### config.mk
export PLATFORM = sky130hd
export DESIGN_NAME = seq_counter
export DESIGN_NICKNAME = d
export VERILOG_FILES = /design/src/rtl/counter_pkg.sv /design/src/rtl/seq_counter_next.sv /design/src/rtl/seq_counter.sv
export SDC_FILE = /design/constraint.sdc
export NUM_CORES = 1
export LEC_CHECK = 0
export ABC_CLOCK_PERIOD_IN_PS = 2300
export BUFFER_PORTS_ARGS = -buffer_cell sky130_fd_sc_hd__buf_2
export CORE_AREA = 8 8 45 47
export DETAILED_ROUTE_END_ITERATION = 8
export DIE_AREA = 0 0 53 55
export PLACE_DENSITY_LB_ADDON = 0.25
export SETUP_SLACK_MARGIN = 0.3
export SYNTH_ARGS = -nofsm -noshare
export SYNTH_HDL_FRONTEND = slang
export SYNTH_SLANG_ARGS = --single-unit
### constraint.sdc
create_clock -name clk -period 2.3 [get_ports clk]
set_clock_uncertainty 0.2 [all_clocks]
set_input_delay 0.46 -clock clk [delete_from_list [all_inputs] [get_ports clk]]
set_output_delay 0.46 -clock clk [all_outputs]
set_load 0.02 [all_outputs]
### src/rtl/counter_pkg.sv
// Shared counter definitions: direction encoding and the wrap/clamp arithmetic
// used to compute the next count of a modulo-N up/down counter.
package counter_pkg;

  localparam logic CNT_UP = 1'b1;
  localparam logic CNT_DN = 1'b0;

  // Counters of any width up to CNT_MAX_W share these helpers by zero-extending.
  localparam int CNT_MAX_W = 32;
  typedef logic [CNT_MAX_W-1:0] cnt_t;

  // One enabled step with wrap-around at the ends of the 0..last range.
  function automatic cnt_t cnt_wrap_step(input cnt_t cur, input logic up_dn, input cnt_t last);
    if (up_dn == CNT_UP) begin
      return (cur == last) ? '0 : cur + cnt_t'(1);
    end
    return (cur == '0) ? last : cur - cnt_t'(1);
  endfunction

  // Out-of-range load values saturate to the top of the range.
  function automatic cnt_t cnt_clamp(input cnt_t val, input cnt_t last);
    return (val > last) ? last : val;
  endfunction

endpackage

### src/rtl/seq_counter_next.sv
// Combinational next-state and terminal-count logic for seq_counter.
module seq_counter_next
  import counter_pkg::*;
#(
  parameter int WIDTH  = 4,
  parameter int MODULO = 16
) (
  input  logic [WIDTH-1:0] count,
  input  logic             en,
  input  logic             up_dn,
  input  logic             load,
  input  logic [WIDTH-1:0] load_val,
  output logic [WIDTH-1:0] next_count,
  output logic             tc
);

  localparam cnt_t LAST = cnt_t'(MODULO - 1);

  cnt_t count_ext;
  cnt_t load_ext;

  assign count_ext = cnt_t'(count);
  assign load_ext  = cnt_t'(load_val);

  always_comb begin
    // NOTE: every output gets a default first so no path can infer a latch.
    next_count = count;
    tc         = 1'b0;
    if (load) begin
      next_count = WIDTH'(cnt_clamp(load_ext, LAST));
    end else if (en) begin
      next_count = WIDTH'(cnt_wrap_step(count_ext, up_dn, LAST));
      tc         = (up_dn == CNT_UP) ? (count_ext == LAST) : (count_ext == '0);
    end
  end

endmodule

### src/rtl/seq_counter.sv
// Modulo-N up/down counter with parallel load, count enable and terminal count.
// Holds only the state register; the arithmetic lives in seq_counter_next.
module seq_counter
  import counter_pkg::*;
#(
  parameter int WIDTH     = 4,
  parameter int MODULO    = 16,
  parameter int RESET_VAL = 0
) (
  input  logic             clk,
  input  logic             reset,
  input  logic             en,
  input  logic             up_dn,
  input  logic             load,
  input  logic [WIDTH-1:0] load_val,
  output logic [WIDTH-1:0] count,
  output logic             tc
);

  logic [WIDTH-1:0] next_count;
  logic             tc_raw;

  seq_counter_next #(
    .WIDTH  (WIDTH),
    .MODULO (MODULO)
  ) u_next (
    .count      (count),
    .en         (en),
    .up_dn      (up_dn),
    .load       (load),
    .load_val   (load_val),
    .next_count (next_count),
    .tc         (tc_raw)
  );

  always_ff @(posedge clk or negedge reset) begin
    // NOTE: non-blocking assignment keeps register updates race-free across processes.
    if (!reset) begin
      count <= WIDTH'(RESET_VAL);
    end else begin
      count <= next_count;
    end
  end

  // Reset holds count at RESET_VAL, which may itself be a terminal value.
  assign tc = reset & tc_raw;

endmodule

# ---- After elaboration in Yosys (flattened, before gate mapping)
# Index checks and enable logic that the tools add are counted.
dict set report totals {
  register_bits 4
  word_cells 21
  in_bits 9
}
dict set report op_classes {
  eq_ne 1
  muxes 13
  n_bitwise 1
  addsub 2
  order_cmp 1
  reduce_logical 2
}
# op count
set op_table {}
lappend op_table {{logical NOT 32 bit} 1}
lappend op_table {{2-to-1 mux 4 bit} 7}
lappend op_table {{2-to-1 mux 1 bit} 6}
lappend op_table {{adder 4 x 1 -> 4 bit (second input constant)} 1}
lappend op_table {{== test 4 bit (second input constant)} 1}
lappend op_table {{greater-than comparator 4 bit (second input constant)} 1}
lappend op_table {{subtractor 4 x 1 -> 4 bit (second input constant)} 1}
lappend op_table {{nonzero test 2 bit} 1}
lappend op_table {{bitwise AND 1 bit} 1}

# ---- Longest topological paths before layout
# Gate-level depths: netlist (run 1).
dict set report logic_depth {
  word_depth 6
  depth_mapped 6
  mapped_depth_nobuf 6
}

# ---- Hierarchy
# From an unflattened synthesis (run 1), not the netlist that was laid out.
dict set report hier_totals {
  cells_unflattened 41
  area_unflattened_um2 339.1
}
# mod n_inst cells_per_inst area_each_um2 seq_area_each_um2
set modules_own_cells {}
lappend modules_own_cells {seq_counter_next 1 36 232.7 0.0}
lappend modules_own_cells {seq_counter 1 5 106.4 100.1}

# ---- Least setup slack after synthesis (run 1)
# Ideal clock, no wire load.
dict set report synth_timing {
  path_type {flip-flop to output port}
  start {reg count[0]}
  end {out tc}
  arrival_ns 1.571
  setup_slack_ns 0.069
  path_stages_with_launch 5
  cell_sequence {dfrtp_1 > inv_1 > ha_1 > or4b_4 > a21oi_1}
}
dict set report synth_via {
  elab_chain_cells 5
  elab_cells_between_ends 6
  cone_classes {eq/ne: 1; mux: 3; bitwise: 1; reduce/logical: 1}
}
# item line
set synth_rtl {}
lappend synth_rtl {{start, declared} seq_counter.sv:16} ;# output logic [WIDTH-1:0] count,
lappend synth_rtl {{start signal, assigned} seq_counter.sv:39} ;# count <= WIDTH'(RESET_VAL);
lappend synth_rtl {{start signal, assigned} seq_counter.sv:41} ;# count <= next_count;
lappend synth_rtl {{logical NOT 32 bit / == test 4 bit (equally long branches)} seq_counter_next.sv:33} ;# tc = (up_dn == CNT_UP) ? (count_ext == LAST) : (count_ext == '0);
lappend synth_rtl {{2-to-1 mux 1 bit (*)} seq_counter_next.sv:33}
lappend synth_rtl {{2-to-1 mux 1 bit (*)} seq_counter_next.sv:31} ;# end else if (en) begin
lappend synth_rtl {{2-to-1 mux 1 bit (*)} seq_counter_next.sv:29} ;# if (load) begin
lappend synth_rtl {{bitwise AND 1 bit (*)} seq_counter.sv:46} ;# assign tc = reset & tc_raw;
lappend synth_rtl {{end, declared} seq_counter.sv:17} ;# output logic tc
# Mark *: on every way between the ends. The rest lies on a longest branch, timed or not.

# ---- Worst setup path after layout (run 1)
dict set report layout_timing {
  start {reg count[1]}
  end {out tc}
}
# Same word-level chain as after synthesis.

==> summary.txt, run 1 <==
Status
  – Status: finished, final reports clean

Detailed routing
  – Post-route DRC violation count: 0
  – Wirelength per Cell: 11.8 um
  – Initial DRC count: 7
  – Final wirelength: 899 um
  – Vias per Instance: 4.91
  – Detail Route Antenna Nets: 0
  – Vias: 373
  – Drt pass-1 iters: 4

GRT
  – Gr usage total: 7.45%
  – Met2 Resource Use GR: between 10 and 15%
  – Initial antenna violation count: 0
  – First-pass GRT wire length: 1630 um
  – Vias in the first global route: 404
  – Grt total ovfl: 0
  – M1 GR Usage: under 10%
  – Largest net degree at the start of global routing: 10
  – Met3 Usage GRT: 2.41%
  – Most Used Layer, Global Route: met2

Setup path
  – Crit-path max FO: 2
  – Cells on worst reg2reg path: 7
  – Data required, critical path: 1.64 ns
  – Crit path DAT: around 1.6 ns
  – Crit end category: primary output
  – Critical Path Start Type: flop
  – R2r setup slk: ~0.5 ns
  – WS Path Type: reg2out
  – Worst r2r src: count[1]
  – R2R Path End: count[0]

Yosys
  – Post-Synthesis Cells: 40
  – Mean Syn Cell Area: 8.85 um^2
  – Seq/Total Area, Yosys: approximately 28%
  – Synth warn: 0
  – Post-Syn Area: 354 um^2
  – Post-synthesis net count: 51
  – Cell variety after synth: 21
  – FF+latch count, synth: 4

Placement
  – Final GP Congestion: about 0.77
  – Cells after DPL: 68
  – Port bufs: 13
  – Placed Area: 460 um^2
  – Detailed Place HPWL: ~720 um
  – Setup WS pre-CTS: 0.189 ns

STA
  – Final slew viol count: 0
  – Final hold violations: 0
  – Final worst slack: ~0.087 ns
  – Fmax: 0.452 GHz
  – Slew of the pin with the lowest slew margin: 0.198 ns
  – Worst slew margin: slightly below 90%
  – Final setup fails: 0
  – Period Utilization, post-route: 96.2%
  – RSZ-0062 raised after global routing: true
  – Accumulated negative setup slack: 0 ns
  – Fin crit period: 2.21 ns

Clock network
  – Num CTS Buffers: 3
  – H-tree lvl count: 1
  – Clock latency on the worst-skew pair: 0.23 ns
  – Clk buf depth: 2
  – Clock Pin Slew Worst Setup and Hold Paths: 0.03 ns
  – Root buffer cell: clkbuf_4
  – CTS tree: built
  – Clk sink count: 4

Pwr
  – Comb power frac: 44.1%
  – Sw frac: 33.2%
  – Total Power: ~320 uW
  – Cell area power density: 597 nW/um^2
  – Clock power share: 25.8%
  – Sequential Power Share: 30.0%
  – Max IR drop VDD: 0.000253 V
  – Leakage: 0.243 nW
  – P_int: 211 uW
  – Switch Pwr: 105 uW

Floorplan
  – Die X: 53 um
  – Core ar.: roughly 1400 um^2
  – Top Ports: 14
  – Row cnt: 14
  – DIE AREA: 2920 um^2
  – Initial core utilization: between 20% and 30%
  – Die Y: 55 um

Finish
  – Max FFs per register: 4
  – Share of post-route cells with drive strength above 1: between 50% and 60%
  – Nets: 73
  – Fin cells: between 70 and 80
  – Largest regs: count (4)
  – Antenna fix cells: 0
  – Most flop-heavy register: count
  – Area growth from synthesis to layout: 49.5%
  – Final Instance Area: 529 um^2

Hold path
  – Hold path cells: 3
  – Hold_sp: load_val[0]
  – Hold Path End: count[0]
  – Hold Path Class: in2reg

Flow run
  – Max Cap Viol: 0
[timing repair]
item,CTS,global route
endpoints found under the setup margin,1,1
resized for setup,2,0
pin swaps,1,0
hold endpoints to repair,4,0
hold buffers,1,0
buffers inserted,4,0
[synthesized netlist by cell type]
| library cell | number | area share (%) |
|---|---|---|
| a211o_2 | 1 | 2.8 |
| a21oi_1 | 3 | 4.2 |
| a31oi_1 | 1 | 1.8 |
| buf_4 | 1 | 2.1 |
| clkbuf_2 | 1 | 1.4 |
| dfrtp_1 | 4 | 28 |
| ha_1 | 2 | 7.1 |
| inv_1 | 3 | 3.2 |
| mux2_2 | 3 | 9.5 |
| mux2i_1 | 1 | 2.8 |
| nand2_1 | 5 | 5.3 |
| nand3b_1 | 1 | 2.1 |
| nand4_1 | 1 | 1.8 |
| nor2_1 | 1 | 1.1 |
| nor2b_4 | 1 | 3.9 |
| nor3_1 | 1 | 1.4 |
| nor3b_1 | 1 | 2.1 |
| o21ai_0 | 4 | 5.7 |
| or4_1 | 1 | 2.1 |
| or4b_4 | 1 | 3.9 |
| xnor2_1 | 3 | 7.4 |
[power groups by stage]
stage / registers [mW] / logic [mW] / clock network (mW)
after floorplan: 0.114 / 0.0689 / 0
after global placement: 0.0996 / 0.124 / 0
after detailed placement: 0.0999 / 0.123 / 0
after CTS: 0.0944 / 0.141 / 0.0871
after global routing: 0.0967 / 0.158 / 0.0889
final: 0.0949 / 0.139 / 0.0816
[worst max-delay path, cell delays in order (launching register included)]
cell and delay (ns):
dfrtp_2 0.40, inv_2 0.07, ha_4 0.12, or4b_4 0.47, a21oi_4 0.13, buf_6 0.13
[cells in the final DEF (no fill, tap or decap), types with 2 or more instances in the layout]
cell type  count
o21ai_0        4
mux2_2         3
nand2_1        5
inv_2          2
dfrtp_1        2
clkbuf_4       3
buf_4          5
dfrtp_2        2
xnor2_1        3
buf_2         12
a21oi_1        2
[how the worst max path moves through the flow]
| stage | slack, ns | start | cells past startpoint | end |
|---|---|---|---|---|
| floorplan | 0.27 | count[0] | 4 | tc |
| global placement | 0.20 | up_dn | 4 | tc |
| detailed placement | 0.19 | up_dn | 4 | tc |
| CTS | 0.08 | count[1] | 5 | tc |
| global route | 0.02 | count[1] | 5 | tc |
| finish | 0.09 | count[1] | 5 | tc |
[area by class of cell]
| cell class | count | area [um^2] |
|---|---|---|
| clock buffers | 3 | 22.5 |
| fillers | 154 | 855 |
| inverters | 3 | 11.3 |
| multi-input cells | 31 | 254 |
| flip-flops and latches | 4 | 103 |
| well taps | 16 | 20.0 |
| repair buffers | 19 | 119 |
[cells by family after synthesis]
family	after synthesis	synth area share, %
XOR/XNOR	3	7.42
flip-flops	4	28.3
AO/OA/AOI/OAI	9	14.5
multiplexers	4	12.4
buffers and inverters	5	6.71
adder cells (fa/ha/maj)	2	7.07
AND/OR/NAND/NOR	13	23.7
[through the flow]
stage / hold slack [ns] / util (%)
6_report: 0.245 / 38.2
2_1_floorplan: -0.0356 / -
3_3_place_gp: 0.0733 / 33.3
5_1_grt: 0.262 / 38.2
4_1_cts: 0.237 / 38.2
3_5_place_dp: 0.0791 / 33.3
[per-layer routing]
metal	share of wire (%)	wire length, um	vias up
met3	12	108	0
met1	40	361	170
met4	0	0	0
met5	0	0	-
li1	-	-	183
met2	48	429	20
Power figures use the tool's default switching activity.
==> run 2: changes to the inputs <==
--- a/config.mk
+++ b/config.mk
@@ -5,7 +5,7 @@
 export SDC_FILE = /design/constraint.sdc
 export NUM_CORES = 1
 export LEC_CHECK = 0
-export ABC_CLOCK_PERIOD_IN_PS = 2300
+export ABC_CLOCK_PERIOD_IN_PS = 2200
 export BUFFER_PORTS_ARGS = -buffer_cell sky130_fd_sc_hd__buf_2
 export CORE_AREA = 8 8 45 47
 export DETAILED_ROUTE_END_ITERATION = 8
==> constraint.sdc (replaced) <==
create_clock -name clk -period 2.2 [get_ports clk]
set_clock_uncertainty 0.2 [all_clocks]
set_input_delay 0.44 -clock clk [delete_from_list [all_inputs] [get_ports clk]]
set_output_delay 0.44 -clock clk [all_outputs]
set_load 0.02 [all_outputs]
==> summary.txt, run 2 (synthesis gave the netlist of run 1 again) <==
Setup path
  – Cells on worst reg2reg path: 7 (unchanged)
  – R2r setup slk: 0.36 ns (was 0.49 ns)
  – Critical path's largest stage delay: 0.47 ns (about the same)
  – Data required, critical path: 1.56 ns (was 1.64 ns)
  – Critical path cell sequence: inv_2 > ha_4 > or4b_4 > a21oi_4 > buf_6 (unchanged)
  – Worst r2r src: count[0] (was count[1])
  – Crit-path max FO: 2 (unchanged)
  – Critical-path top delay cell: or4b_4 (unchanged)
  – Critical path buffers and inverters: 2 (unchanged)
  – Cell family with most CP delay: simple AND/OR/NAND/NOR gates (unchanged)
  – Crit end category: primary output (unchanged)
  – WS Path Type: reg2out (unchanged)
  – R2R Path End: count[3] (was count[0])
  – Crit path DAT: 1.58 ns (was 1.55 ns)
  – Critical Path Start Type: flop (unchanged)

Clock network
  – CTS tree: built (unchanged)
  – Clk sink count: 4 (unchanged)
  – Clock latency on the worst-skew pair: 0.23 ns (about the same)
  – Clock Pin Slew Worst Setup and Hold Paths: 0.04 ns (was 0.03 ns)
  – Num CTS Buffers: 3 (unchanged)
  – Root buffer cell: clkbuf_4 (unchanged)
  – Clk buf depth: 2 (unchanged)
  – H-tree lvl count: 1 (unchanged)

GRT
  – Vias in the first global route: 352 (was 404)
  – Grt total ovfl: 0 (unchanged)
  – M1 GR Usage: 7.34% (was 8.42%)
  – Largest net degree at the start of global routing: 10 (unchanged)
  – First-pass GRT wire length: 1520 um (was 1630 um)
  – Initial antenna violation count: 0 (unchanged)
  – Met3 Usage GRT: 4.01% (was 2.41%)
  – Gr usage total: 7.28% (was 7.45%)
  – Most Used Layer, Global Route: met2 (unchanged)
  – Met2 Resource Use GR: 11.3% (was 12.3%)

Detailed routing
  – Detail Route Antenna Nets: 0 (unchanged)
  – Drt pass-1 iters: 3 (was 4)
  – Wirelength per Cell: 11.9 um (was 11.8 um)
  – Vias per Instance: 4.57 (was 4.91)
  – Vias: 352 (was 373)
  – Final wirelength: 919 um (was 899 um)
  – Initial DRC count: 4 (was 7)
  – Post-route DRC violation count: 0 (unchanged)

STA
  – RSZ-0062 raised after global routing: true (unchanged)
  – Final worst slack: -0.0154 ns (was 0.0874 ns)
  – Final setup fails: 1 (was 0)
  – Fin crit period: between 2 and 2.5 ns
  – Final slew viol count: 0 (unchanged)
  – Slew of the pin with the lowest slew margin: 0.211 ns (was 0.198 ns)
  – Period Utilization, post-route: 101%
  – Final hold violations: 0 (unchanged)
  – Fmax: approximately 0.45 GHz
  – Worst slew margin: 85.8% (was 86.7%)
  – Final worst hold slack: 0.222 ns (was 0.245 ns)

Pwr
  – Sw frac: 33.6% (was 33.2%)
  – Cell area power density: 626 nW/um^2 (was 597 nW/um^2)
  – Clock power share: 26.2% (was 25.8%)
  – Switch Pwr: 113 uW (was 105 uW)
  – Comb power frac: 44.6% (was 44.1%)
  – Total Power: 336 uW (was 316 uW)
  – Leakage: 0.247 nW (was 0.243 nW)
  – P_int: 223 uW (was 211 uW)
  – Sequential Power Share: 29.2% (was 30.0%)
  – Max IR drop VDD: 0.000323 V (was 0.000253 V)

Hold path
  – Hold Path Class: in2reg (unchanged)
  – Hold_sp: load_val[1] (was load_val[0])
  – Hold path cells: 3 (unchanged)
  – Hold Path End: count[1] (was count[0])

Floorplan
  – Core ar.: 1380 um^2 (unchanged)
  – Top Ports: 14 (unchanged)
  – Die Y: 55 um (unchanged)
  – Die X: 53 um (unchanged)
  – Initial core utilization: 25.6% (unchanged)
  – Row cnt: 14 (unchanged)
  – DIE AREA: 2920 um^2 (unchanged)

Finish
  – Nets: 74 (was 73)
  – Area growth from synthesis to layout: 51.6% (was 49.5%)
  – Share of post-route cells with drive strength above 1: 55.7% (was 55.0%)
  – Final Instance Area: 537 um^2 (was 529 um^2)
  – Max FFs per register: 4 (unchanged)
  – Antenna fix cells: 0 (unchanged)
  – Fin cells: 77 (was 76)
  – Most frequent cells in the layout: 12 x buf_2, 6 x buf_4, 5 x nand2_1 (was 12 x buf_2, 5 x nand2_1, 5 x buf_4)
  – Commonest non-fill, non-tap cell in the layout: buf_2 (unchanged)
  – Largest regs: count (4) (unchanged)
  – Most flop-heavy register: count (unchanged)

Placement
  – Cells after DPL: 69 (was 68)
  – Port bufs: 13 (unchanged)
  – Detailed Place HPWL: 720 um (unchanged)
  – Final GP Congestion: 0.758 (was 0.768)
  – Placed Area: 468 um^2 (was 460 um^2)

Flow run
  – Max Cap Viol: 0 (unchanged)

Status
  – Status: finished, violations left (was finished, final reports clean)
  – Failing checks: setup timing
==> run 2: cell count changes in the layout (fill, tap and decap cells not counted), sizes merged <==
| cell | change |
|---|---|
| buf | +1 |
==> run 2: worst min-delay path, stage by stage <==
cell and delay (ns):
buf_2 0.07, nand2_1 0.04, o21ai_0 0.06
==> run 2: how the worst max path moves through the flow <==
stage                     endpoint     start  cells after the start  slack, ns
after floorplan                 tc  count[0]                      4       0.19
after global placement          tc  count[1]                      5       0.12
after detailed placement        tc  count[1]                      5       0.12
after CTS                       tc  count[0]                      5      -0.03
after global routing            tc  count[0]                      5      -0.07
final                           tc  count[0]                      5      -0.02
==> run 2: through the flow <==
stage | setup TNS, ns | util, % | setup slack [ns]
after global placement | 0 | 33.8 | 0.123
final | -0.0154 | 38.8 | -0.0154
after global routing | -0.0731 | 38.8 | -0.0731
after CTS | -0.0305 | 38.2 | -0.0305
after floorplan | 0 | - | 0.185
after detailed placement | 0 | 33.8 | 0.116
==> run 2: routing by layer <==
| layer | up-vias | part of all wire [%] |
|---|---|---|
| met5 | - | 0 |
| li1 | 185 | - |
| met4 | 0 | 0 |
| met1 | 158 | 41 |
| met2 | 9 | 48 |
| met3 | 0 | 11 |
==> run 2: timing repair <==
action / in CTS / in global routing
gates cloned: 0 / 0
hold buffers: 1 / 0
endpoints found under the hold margin: 4 / 0
endpoints found under the setup margin: 1 / 3
resized for setup: 2 / 2
buffers inserted: 3 / 1
pin swaps: 1 / 1
==> run 2: layout make-up <==
type                    count  area (um^2)
clock buffers               3         22.5
repair buffers             20          126
multi-input cells          31          254
fillers                   146          847
flip-flops and latches      4          103
well taps                  16         20.0
inverters                   3         11.3
==> run 2: power groups by stage <==
| stage | sequential [mW] | combinational (mW) | clock [mW] |
|---|---|---|---|
| 2_1_floorplan | 0.120 | 0.0721 | 0 |
| 3_3_place_gp | 0.102 | 0.135 | 0 |
| 4_1_cts | 0.0978 | 0.147 | 0.0935 |
| 6_report | 0.0981 | 0.150 | 0.0880 |
| 3_5_place_dp | 0.102 | 0.133 | 0 |
| 5_1_grt | 0.0999 | 0.165 | 0.103 |
==> run 3: changes to the inputs <==
--- a/config.mk
+++ b/config.mk
@@ -5,6 +5,7 @@
 export SDC_FILE = /design/constraint.sdc
 export NUM_CORES = 1
 export LEC_CHECK = 0
+export ABC_AREA = 1
 export ABC_CLOCK_PERIOD_IN_PS = 2200
 export BUFFER_PORTS_ARGS = -buffer_cell sky130_fd_sc_hd__buf_2
 export CORE_AREA = 8 8 45 47
==> summary.txt, run 3 <==
Finish
  – Core Util, Final: 38.2% (was 38.8%)
  – Max FFs per register: 4 (unchanged)
  – Share of post-route cells with drive strength above 1: 35.5% (was 55.7%)
  – Most frequent cells in the layout: 15 x nand2_1, 12 x buf_2, 7 x inv_1, 7 x nor2_1, 5 x nand3_1 (was 12 x buf_2, 6 x buf_4, 5 x nand2_1)
  – Most flop-heavy register: count (unchanged)
  – Commonest non-fill, non-tap cell in the layout: nand2_1 (was buf_2)
  – Fin cells: 92 (was 77)
  – Area growth from synthesis to layout: 54.4% (was 51.6%)
  – Nets: 89 (was 74)
  – Antenna fix cells: 0 (unchanged)
  – Largest regs: count (4) (unchanged)

Hold path
  – Hold Path Class: in2reg (unchanged)

Setup path
  – Worst r2r src: count[1] (was count[0])
  – Cells on worst reg2reg path: 9 (was 7)
  – Crit end category: primary output (unchanged)
  – WS Path Type: reg2out (unchanged)
  – R2R Path End: count[0] (was count[3])
  – Critical Path Start Type: flop (unchanged)
  – Data required, critical path: 1.56 ns (about the same)
  – Crit-path max FO: 4 (was 2)
  – R2r setup slk: 0.72 ns (was 0.36 ns)
  – Crit path DAT: 1.37 ns (was 1.58 ns)
  – Critical path launch point: count[1] (was count[0])
  – Crit path capture: tc (unchanged)

Clock network
  – Clock latency on the worst-skew pair: 0.23 ns (about the same)
  – Clk sink count: 4 (unchanged)
  – Clock Pin Slew Worst Setup and Hold Paths: 0.04 ns (about the same)
  – Clk buf depth: 2 (unchanged)
  – Num CTS Buffers: 3 (unchanged)
  – H-tree lvl count: 1 (unchanged)
  – Root buffer cell: clkbuf_4 (unchanged)
  – CTS tree: built (unchanged)

Yosys
  – Synth top cells by count: 17 x nand2_1, 9 x inv_1, 8 x nor2_1 (was 5 x nand2_1, 4 x dfrtp_1, 4 x o21ai_0)
  – Post-synthesis net count: 66 (was 51)
  – Post-Syn Area: 343 um^2 (was 354 um^2)
  – Async S/R FF share, synth: 100% (unchanged)
  – Count leader, synth: nand2_1 (unchanged)
  – Seq/Total Area, Yosys: 29.2% (was 28.3%)
  – EDFF count, synth: 0 (unchanged)
  – Post-Synthesis Cells: 55 (was 40)
  – Synth warn: 0 (unchanged)
  – Cell variety after synth: 12 (was 21)
  – Mean Syn Cell Area: 6.23 um^2 (was 8.85 um^2)
  – Post-synth top area cell: dfrtp_1 (unchanged)
  – Main combinational cell family by area after synthesis: simple AND/OR/NAND/NOR gates (unchanged)
  – Top FF cell, synth: dfrtp_1 (unchanged)
  – FF+latch count, synth: 4 (unchanged)
  – Largest cells by area after synthesis: dfrtp_1 29%, nand2_1 19%, inv_1 9.9% (was dfrtp_1 28%, mux2_2 9.5%, xnor2_1 7.4%)
  – Post-synth top area share: 29.2% (was 28.3%)
  – Post-Synth Adder-Cell Area: 7.30% (was 7.07%)
  – Xor/xnor share of the synthesized area: 5.11% (was 7.42%)
  – Compound-Gate Fraction of Synth Area: 13.9% (was 14.5%)
  – Synth Area in Simple Gates: 34.7% (was 23.7%)
  – Mux share of post-synthesis cell area: 0% (was 12.4%)

Placement
  – Setup WS pre-CTS: 0.282 ns (was 0.116 ns)
  – Final GP Congestion: 0.745 (was 0.758)
  – Detailed Place HPWL: 760 um (was 720 um)
  – Port bufs: 13 (unchanged)
  – Cells after DPL: 84 (was 69)

Floorplan
  – Initial core utilization: 24.8% (was 25.6%)
  – Top Ports: 14 (unchanged)
  – Die X: 53 um (unchanged)
  – Row cnt: 14 (unchanged)
  – Core ar.: 1380 um^2 (unchanged)
  – DIE AREA: 2920 um^2 (unchanged)
  – Die Y: 55 um (unchanged)

Pwr
  – Comb power frac: 41.4% (was 44.6%)
  – Sw frac: 37.2% (was 33.6%)
  – Clock power share: 27.5% (was 26.2%)
  – Switch Pwr: 120 uW (was 113 uW)
  – P_int: 202 uW (was 223 uW)
  – Sequential Power Share: 31.2% (was 29.2%)
  – Leakage: 0.277 nW (was 0.247 nW)
  – Cell area power density: 608 nW/um^2 (was 626 nW/um^2)
  – Max IR drop VDD: 0.000375 V (was 0.000323 V)

Detailed routing
  – Vias per Instance: 4.41 (was 4.57)
  – Post-route DRC violation count: 0 (unchanged)
  – Wirelength per Cell: 11.2 um (was 11.9 um)
  – Detail Route Antenna Nets: 0 (unchanged)
  – Vias: 406 (was 352)
  – Final wirelength: 1030 um (was 919 um)
  – Drt pass-1 iters: 4 (was 3)
  – Initial DRC count: 5 (was 4)

STA
  – Final worst slack: 0.189 ns (was -0.0154 ns)
  – RSZ-0062 raised after global routing: true (unchanged)
  – Worst slew margin: 78.5% (was 85.8%)
  – Accumulated negative setup slack: 0 ns (was -0.0154 ns)
  – Fin crit period: 2.01 ns (was 2.22 ns)
  – Period Utilization, post-route: 91.4% (was 101%)
  – Final slew viol count: 0 (unchanged)
  – Final setup fails: 0 (was 1)
  – Slew of the pin with the lowest slew margin: 0.321 ns (was 0.211 ns)
  – Final hold violations: 0 (unchanged)
  – Fmax: 0.497 GHz (was 0.451 GHz)

GRT
  – First-pass GRT wire length: 1710 um (was 1520 um)
  – Largest net degree at the start of global routing: 7 (was 10)
  – Gr usage total: 7.72% (was 7.28%)
  – Grt total ovfl: 0 (unchanged)
  – Initial antenna violation count: 0 (unchanged)
  – Vias in the first global route: 440 (was 352)

Flow run
  – Max Cap Viol: 0 (unchanged)

Status
  – Status: finished, final reports clean (was finished, violations left)
## run 3: repair_timing
item                                    CTS  global route
pin swaps                                 0             3
hold buffers                              1             0
gates resized for setup                   3             8
gates cloned                              0             0
buffers inserted                          3             1
endpoints found under the hold margin     4             0
endpoints found under the setup margin    1             1
## run 3: critical path: stages, from the launching register on
cell and delay [ns]:
dfrtp_1 0.42, inv_1 0.08, ha_1 0.14, inv_2 0.05, nor2_4 0.11, nand2_2 0.06
a21oi_2 0.14, buf_6 0.13
## run 3: worst min-delay path by stage
stage                           start  endpoint  slack (ns)  depth (start not counted)
final                     load_val[1]  count[1]        0.26                          3
after global routing      load_val[1]  count[1]        0.27                          3
after CTS                 load_val[1]  count[1]        0.25                          3
after detailed placement        reset  count[3]        0.05                          1
after global placement          reset  count[3]        0.05                          1
after floorplan                 reset  count[0]       -0.06                          0
## run 3: final cells by class
cell class,instances,area (um^2)
inverters,9,33.8
flip-flops and latches,4,100
clock buffers,3,22.5
repair buffers,18,115
multi-input cells,42,238
fillers,151,855
well taps,16,20.0
## run 3: metal layers
metal	share of wire [%]	global-route usage [%]
met5	0	0
met4	0	6.47
met3	8.6	1.87
met2	48	11.7
met1	44	9.02
## run 3: power by group through the flow
stage	logic (mW)	registers, mW	clock network, mW
finish	0.133	0.100	0.0884
global route	0.152	0.102	0.0972
CTS	0.122	0.0985	0.0948
detailed placement	0.105	0.103	0
global placement	0.106	0.102	0
floorplan	0.0590	0.112	0
## run 3: kinds of logic after synthesis
family	after synthesis
fa+ha+maj	2
simple gates	30
xor+xnor	2
flops	4
buf+inv	9
compound gates	8
## run 3: metrics by stage
stage	total power, mW	area [um^2]	hold slack (ns)
after floorplan	0.171	347	-0.0556
after global placement	0.208	432	0.0535
after detailed placement	0.208	432	0.0527
after CTS	0.316	492	0.251
after global routing	0.352	529	0.272
final	0.322	529	0.257
